===== config.mk =====
export PLATFORM = sky130hd
export DESIGN_NAME = decim_sample_buffer
export DESIGN_NICKNAME = d
export VERILOG_FILES = /design/src/rtl/decim_sample_buffer.sv
export SDC_FILE = /design/constraint.sdc
export NUM_CORES = 1
export LEC_CHECK = 0
export ABC_AREA = 1
export CAP_MARGIN = 15
export CORE_MARGIN = 2
export CORE_UTILIZATION = 55
export CTS_CLUSTER_DIAMETER = 80
export DETAILED_ROUTE_END_ITERATION = 6
export PLACE_DENSITY = 0.85
export SKIP_LAST_GASP = 1
export SYNTH_ARGS = -nofsm -noshare
export SYNTH_HDL_FRONTEND = slang
export SYNTH_SLANG_ARGS = --single-unit

===== constraint.sdc =====
create_clock -name clk -period 4.4 [get_ports clk]
set_clock_uncertainty 0.15 [all_clocks]
set_input_delay 0.66 -clock clk [delete_from_list [all_inputs] [get_ports clk]]
set_output_delay 0.66 -clock clk [all_outputs]
set_load 0.02 [all_outputs]

===== src/rtl/decim_sample_buffer.sv =====
// decim_sample_buffer: rounds, shifts and saturates decimator samples, then queues them in a small FIFO
// with sticky saturation/overflow flags.
module decim_sample_buffer #(
    parameter int IN_W  = 17,
    parameter int OUT_W = 12,
    parameter int SHIFT = 5,
    parameter int DEPTH = 4
) (
    input  logic                          clk,
    input  logic                          rst,
    input  logic                          in_valid,
    input  logic signed [IN_W-1:0]        in_data,
    input  logic                          out_ready,
    input  logic                          clr_flags,
    output logic                          out_valid,
    output logic signed [OUT_W-1:0]       out_data,
    output logic [$clog2(DEPTH):0]        fifo_count,
    output logic                          sat_flag,
    output logic                          ovf_flag
);
    localparam int AW = $clog2(DEPTH);
    localparam int CW = AW + 1;
    localparam logic signed [IN_W:0] HALF = (IN_W+1)'(2 ** (SHIFT - 1));
    localparam logic signed [IN_W:0] MAXV = (IN_W+1)'(2 ** (OUT_W - 1) - 1);
    localparam logic signed [IN_W:0] MINV = (IN_W+1)'(-(2 ** (OUT_W - 1)));

    logic signed [IN_W:0]  sum, rnd;
    logic signed [OUT_W-1:0] sat_val, s1_data;
    logic                  hi, lo, s1_sat, w;
    logic [OUT_W-1:0]      mem [DEPTH];
    logic [AW-1:0]         wp, rp;
    logic [CW-1:0]         count;
    logic                  pop, full, wr, drop;

    // One extra bit of headroom keeps the rounding offset from wrapping at the top of the input range.
    always_comb begin
        sum     = {in_data[IN_W-1], in_data} + HALF;
        rnd     = sum >>> SHIFT;
        hi      = rnd > MAXV;
        lo      = rnd < MINV;
        sat_val = hi ? MAXV[OUT_W-1:0] : lo ? MINV[OUT_W-1:0] : rnd[OUT_W-1:0];
    end

    assign out_valid  = count != '0;
    assign fifo_count = count;
    assign out_data   = out_valid ? mem[rp] : '0;
    assign pop        = out_valid & out_ready;
    assign full       = count == CW'(DEPTH);
    assign wr         = w & (~full | pop);
    assign drop       = w & full & ~pop;

    always_ff @(posedge clk or posedge rst) begin
        if (rst) begin
            s1_data  <= '0;
            s1_sat   <= 1'b0;
            w        <= 1'b0;
            wp       <= '0;
            rp       <= '0;
            count    <= '0;
            sat_flag <= 1'b0;
            ovf_flag <= 1'b0;
        end else begin
            w <= in_valid;
            if (in_valid) begin
                s1_data <= sat_val;
                s1_sat  <= hi | lo;
            end
            if (wr)
                wp <= wp + 1'b1;
            if (pop)
                rp <= rp + 1'b1;
            count    <= count + CW'(wr) - CW'(pop);
            sat_flag <= (w & s1_sat) | (sat_flag & ~clr_flags);
            ovf_flag <= drop | (ovf_flag & ~clr_flags);
        end
    end

    // Storage needs no reset: w is cleared asynchronously, so nothing is written during or right after rst.
    always_ff @(posedge clk) begin
        if (wr)
            mem[wp] <= s1_data;
    end
endmodule


Word level (Yosys, flattened, before mapping)
Memory sizes are Yosys's and may differ from the RTL's.
Cells that the tools add are included.
W data, S select, Z words.
{"block": "op_classes", "bitwise_logic": 14, "n_shift": 0, "div_mod_pow": 0, "eq_ne": 1, "n_lt_le_gt_ge": 2, "reduce_logical": 1, "n_mul": 0, "muxes": 5, "addsub": 5}
{"op": "$mux W12", "count": 3}
{"op": "$add A17 B6 Y18 const B", "count": 1}
{"op": "$gt A13 B12 Y1 const B", "count": 1}
{"op": "$lt A13 B12 Y1 const B", "count": 1}
{"op": "$and A1 B1 Y1", "count": 7}
{"op": "$add A2 B1 Y2 const B", "count": 2}
{"op": "$or A1 B1 Y1", "count": 4}
{"op": "$add A3 B1 Y3", "count": 1}
{"op": "$eq A3 B3 Y1 const B", "count": 1}
{"op": "$not A1 Y1", "count": 3}
{"op": "$reduce_bool A3 Y1", "count": 1}
{"op": "$sub A3 B1 Y3", "count": 1}
{"op": "$mux W1", "count": 2}
{"block": "totals", "latchBits": 0, "reg_bits": 23, "wordCells": 37, "n_memories": 1, "mem_bits_ro": 0, "input_bits": 22, "out_inout_bits": 18, "ram_bits": 48}
{"name": "mem", "words": 4, "width": 12, "read_ports": 1, "rd_ports_with_merged_regs": 0, "write_ports": 1, "line": "30", "rtl": "logic [OUT_W-1:0] mem [DEPTH];"}

Longest topological paths before layout
{"block": "depth", "word_depth": 6, "mapped_depth": 12, "ltp_nobuf": 11}

Worst setup path after synthesis
Ideal clock, no wire load.
{"block": "synth_path", "kind": "register to register", "startpoint": "register count[1], in the netlist fifo_count[1]", "endpoint": "register count[2], in the netlist fifo_count[2]", "path_stages_with_launch": 10, "synth_period_minus_slack_ps": 2272, "t_required_ps": 4121, "arrival_ps": 1994, "path_slack_ps": 2128, "setup_ps": 129, "n_path_buf": 0, "path_cell_list": "dfrtp_1 nor2_1 nand2_1 inv_1 nor2_1 ha_1 inv_1 ha_1 fa_1 xor2_1"}
{"block": "synth_between", "elab_chain_cells": 6, "word_cells_on_any_way": 8, "cone_classes": "add/sub (2); eq/ne (1); bitwise (4); reduce/logical (1)"}
{"item": "start, declared", "line": "32", "rtl": "logic [CW-1:0] count;"}
{"item": "start signal, assigned", "line": "72", "rtl": "count <= count + CW'(wr) - CW'(pop);"}
{"item": "$reduce_bool A3 Y1 *", "line": "44", "rtl": "assign out_valid = count != '0;"}
{"item": "via out_valid", "line": "15", "rtl": "output logic out_valid,"}
{"item": "$and A1 B1 Y1 *", "line": "47", "rtl": "assign pop = out_valid & out_ready;"}
{"item": "via pop", "line": "33", "rtl": "logic pop, full, wr, drop;"}
{"item": "$or A1 B1 Y1", "line": "49", "rtl": "assign wr = w & (~full | pop);"}
{"item": "$and A1 B1 Y1", "line": "49"}
{"item": "$add A3 B1 Y3", "line": "72"}
{"item": "$sub A3 B1 Y3 *", "line": "72"}
Mark *: on every way through the listed nets, which the timed path passes. The rest lies on a longest branch.
A chain may end at the register's enable or synchronous reset.

Worst setup path after layout
{"block": "layout_path", "startpoint": "register rp[0]", "endpoint": "output port out_data[3]"}
{"block": "layout_between", "elab_chain_cells": 2}
{"item": "start, declared", "line": "31", "rtl": "logic [AW-1:0] wp, rp;"}
{"item": "start signal, assigned", "line": "71", "rtl": "rp <= rp + 1'b1;"}
{"item": "$mem_v2 Z4 W12"}
{"item": "$mux W12", "line": "46", "rtl": "assign out_data = out_valid ? mem[rp] : '0;"}
{"item": "end, declared", "line": "16", "rtl": "output logic signed [OUT_W-1:0] out_data,"}
Every way passes these cells.

==> out/results.txt <==
synthesized area: 0.00330 mm2
Root Driver: clkbuf_8
row count: 28
Post-Route WL: 6010 um
Reg2Reg Setup Slack: 1830 ps
cts hold-fix bufs: 0
die area: 0.00663 mm2
crit start category: flop
final worst slack: 934 ps
TNS Setup: 0 ps
total power density per cell area: 622 mW/mm2
Final period util: 0.788
CP arrival: 2660 ps
# port buffers: 35
initial core utilization: 0.563
final core occ: 0.670
CTS tree: done
fraction of layout cells with a size suffix above 1: 0.102
Max Clock Freq: 289 MHz
status: finished clean
drc violations: 0
drt via density: 4.99
Core Box Area: 0.00585 mm2
count of cell types in the netlist: 24
initial antenna violation count: 0
maxcap violations: 0
1st-pass router iterations: 6
DP Wirelength: 4080 um
post-CTS setup buffer count: 0
Req. time, crit path: 3590 ps
Num Clock Sinks: 71
Post-Syn Instances: 337
GR Overflow Total: 0
first-pass GRT wire length: 9910 um
IO Pins: 40
CP Class: flop to primary output
sequential share of the synthesized area: 0.612
routed length per instance: 13.2 um
crit path max fanout: 27
RSZ-0062 raised after global routing: false
Static Leak: 1.66 nW
# fillers: 440
clk_lat worst skew: 340 ps
Final setup viols: 0
Synth Register Bits: 71
Synth warnings: 0
Synth-to-Final Area Change: 19.0%
Final nets: 406
CTS clk-pin slew, worst paths: 70 ps
measured slew at the worst slew-check pin: 940 ps
Synthesized Nets: 367
number of DRC markers in iteration 0: 201
CTS H-tree lvls: 3
Max-slew headroom: 0.373
Max IR drop VDD: 0.385 mV
syn avg cell area: 9.78 um2
Placer Congestion: 0.772
DIE HEIGHT: 81.4 um
PostCTS Resize Cnt: 0
Final Slew Violations: 0
CTS max path bufs: 2
ant diodes: 0
DRT antenna net count: 0
CTS Buf Count: 9
Fin. Hold Viols: 0
number of global-route vias before repair: 2192
Final min period: 3470 ps
hold crit path type: flop to flop
Crit. End Element: primary output
dpl ws: 1310 ps
largest net degree at the start of global routing: 28
die span in x: 81.4 um
gr usage total: 0.208
total number of vias: 2277
[through the flow]
stage          cell area, um2  total power, W  hold slack (ps)  cells
2_1_floorplan            3300         0.00153              299    337
3_3_place_gp             3710         0.00187              325    440
3_5_place_dp             3710         0.00191              345    440
4_1_cts                  3920         0.00246              363    456
5_1_grt                  3920         0.00260              400    456
6_report                 3920         0.00244              353    456
[layout make-up]
cell class	count	area, um2	area share
multi-input cells	223	1100	0.280
repair buffers	39	380	0.0970
inverters	32	120	0.0306
clock inverters	6	85.1	0.0217
flip-flops and latches	71	2020	0.514
clock buffers	10	128	0.0325
well taps	75	93.8	0.0239
[flip-flops by register name (all words and copies together) (netlist names)]
register and cells:
s1_data 12, ovf_flag 1, sat_flag 1, rp 2
mem 48, fifo_count 3, w 1, s1_sat 1
wp 2
[cell usage after synthesis]
cell type  number  area share
nand3_1         7       0.011
nand2_4         1      0.0034
buf_2           3      0.0046
dfrtp_1        23        0.17
nor2_1         66       0.075
a21oi_1        13       0.020
or2_2           1      0.0019
o21ai_0        28       0.043
clkbuf_1        6      0.0068
xor2_1          7       0.019
o22ai_1         1      0.0019
nor2_2          2      0.0038
nand4_1         2      0.0038
fa_1            1      0.0061
ha_1            7       0.027
inv_2           2      0.0023
xnor2_1         3      0.0080
o21bai_1        1      0.0023
buf_6           2      0.0068
nand2_2        13       0.025
edfxtp_1       48        0.44
inv_1          30       0.034
nand2_1        68       0.077
nor2_4          2      0.0068
[cells in the final DEF, fill, tap and decap left out, drive strengths merged]
cell and instances:
clkbuf 10, dfrtp 23, nor2 70, o21ai 28, inv 32, clkinv 3
clkinvlp 1, ha 7, or2 1, o21bai 1, buf 4, xnor2 3
nand4 2, bufinv 2, a21oi 13, nand3 7, o22ai 1, clkdlybuf4s50 35
fa 1, xor2 7, edfxtp 48, nand2 82
[path summary, 6_finish.rpt]
kind,startpoint,end,depth (start not counted)
setup / recovery,rp[0],out_data[3],4
hold / removal,s1_sat,sat_flag,2
setup reg to reg,fifo_count[1],fifo_count[2],9
hold reg to reg,s1_sat,sat_flag,2
max in group asynchronous,rst,s1_data[3],2
min in group asynchronous,rst,wp[0],2
[critical path: stages (launching register included)]
cell	delay, ps
dfrtp_1	960
inv_2	360
o21ai_0	300
a21oi_1	120
clkdlybuf4s50_1	570
[cells by family after synthesis]
| group | after synthesis | share of synthesized area |
|---|---|---|
| simple gates | 162 | 0.208 |
| fa+ha+maj | 8 | 0.0326 |
| compound gates | 43 | 0.0664 |
| xor+xnor | 10 | 0.0266 |
| buf+inv | 43 | 0.0547 |
| flops | 71 | 0.612 |
[power breakdown]
group / switching, W / internal, W
clock network: 0.000229 / 0.000317
logic: 0.000520 / 0.000385
registers: 0.000120 / 0.000870
[routing by layer]
| layer | vias to the layer above | share of wire | global-route usage | wire length (um) |
|---|---|---|---|---|
| met4 | 0 | 0.011 | 0.0881 | 65 |
| met1 | 1054 | 0.42 | 0.237 | 2520 |
| met2 | 48 | 0.54 | 0.365 | 3220 |
| li1 | 1168 | - | - | - |
| met5 | - | 0 | 0 | 0 |
| met3 | 7 | 0.033 | 0.0582 | 199 |
(Power assumes the default switching activity.)
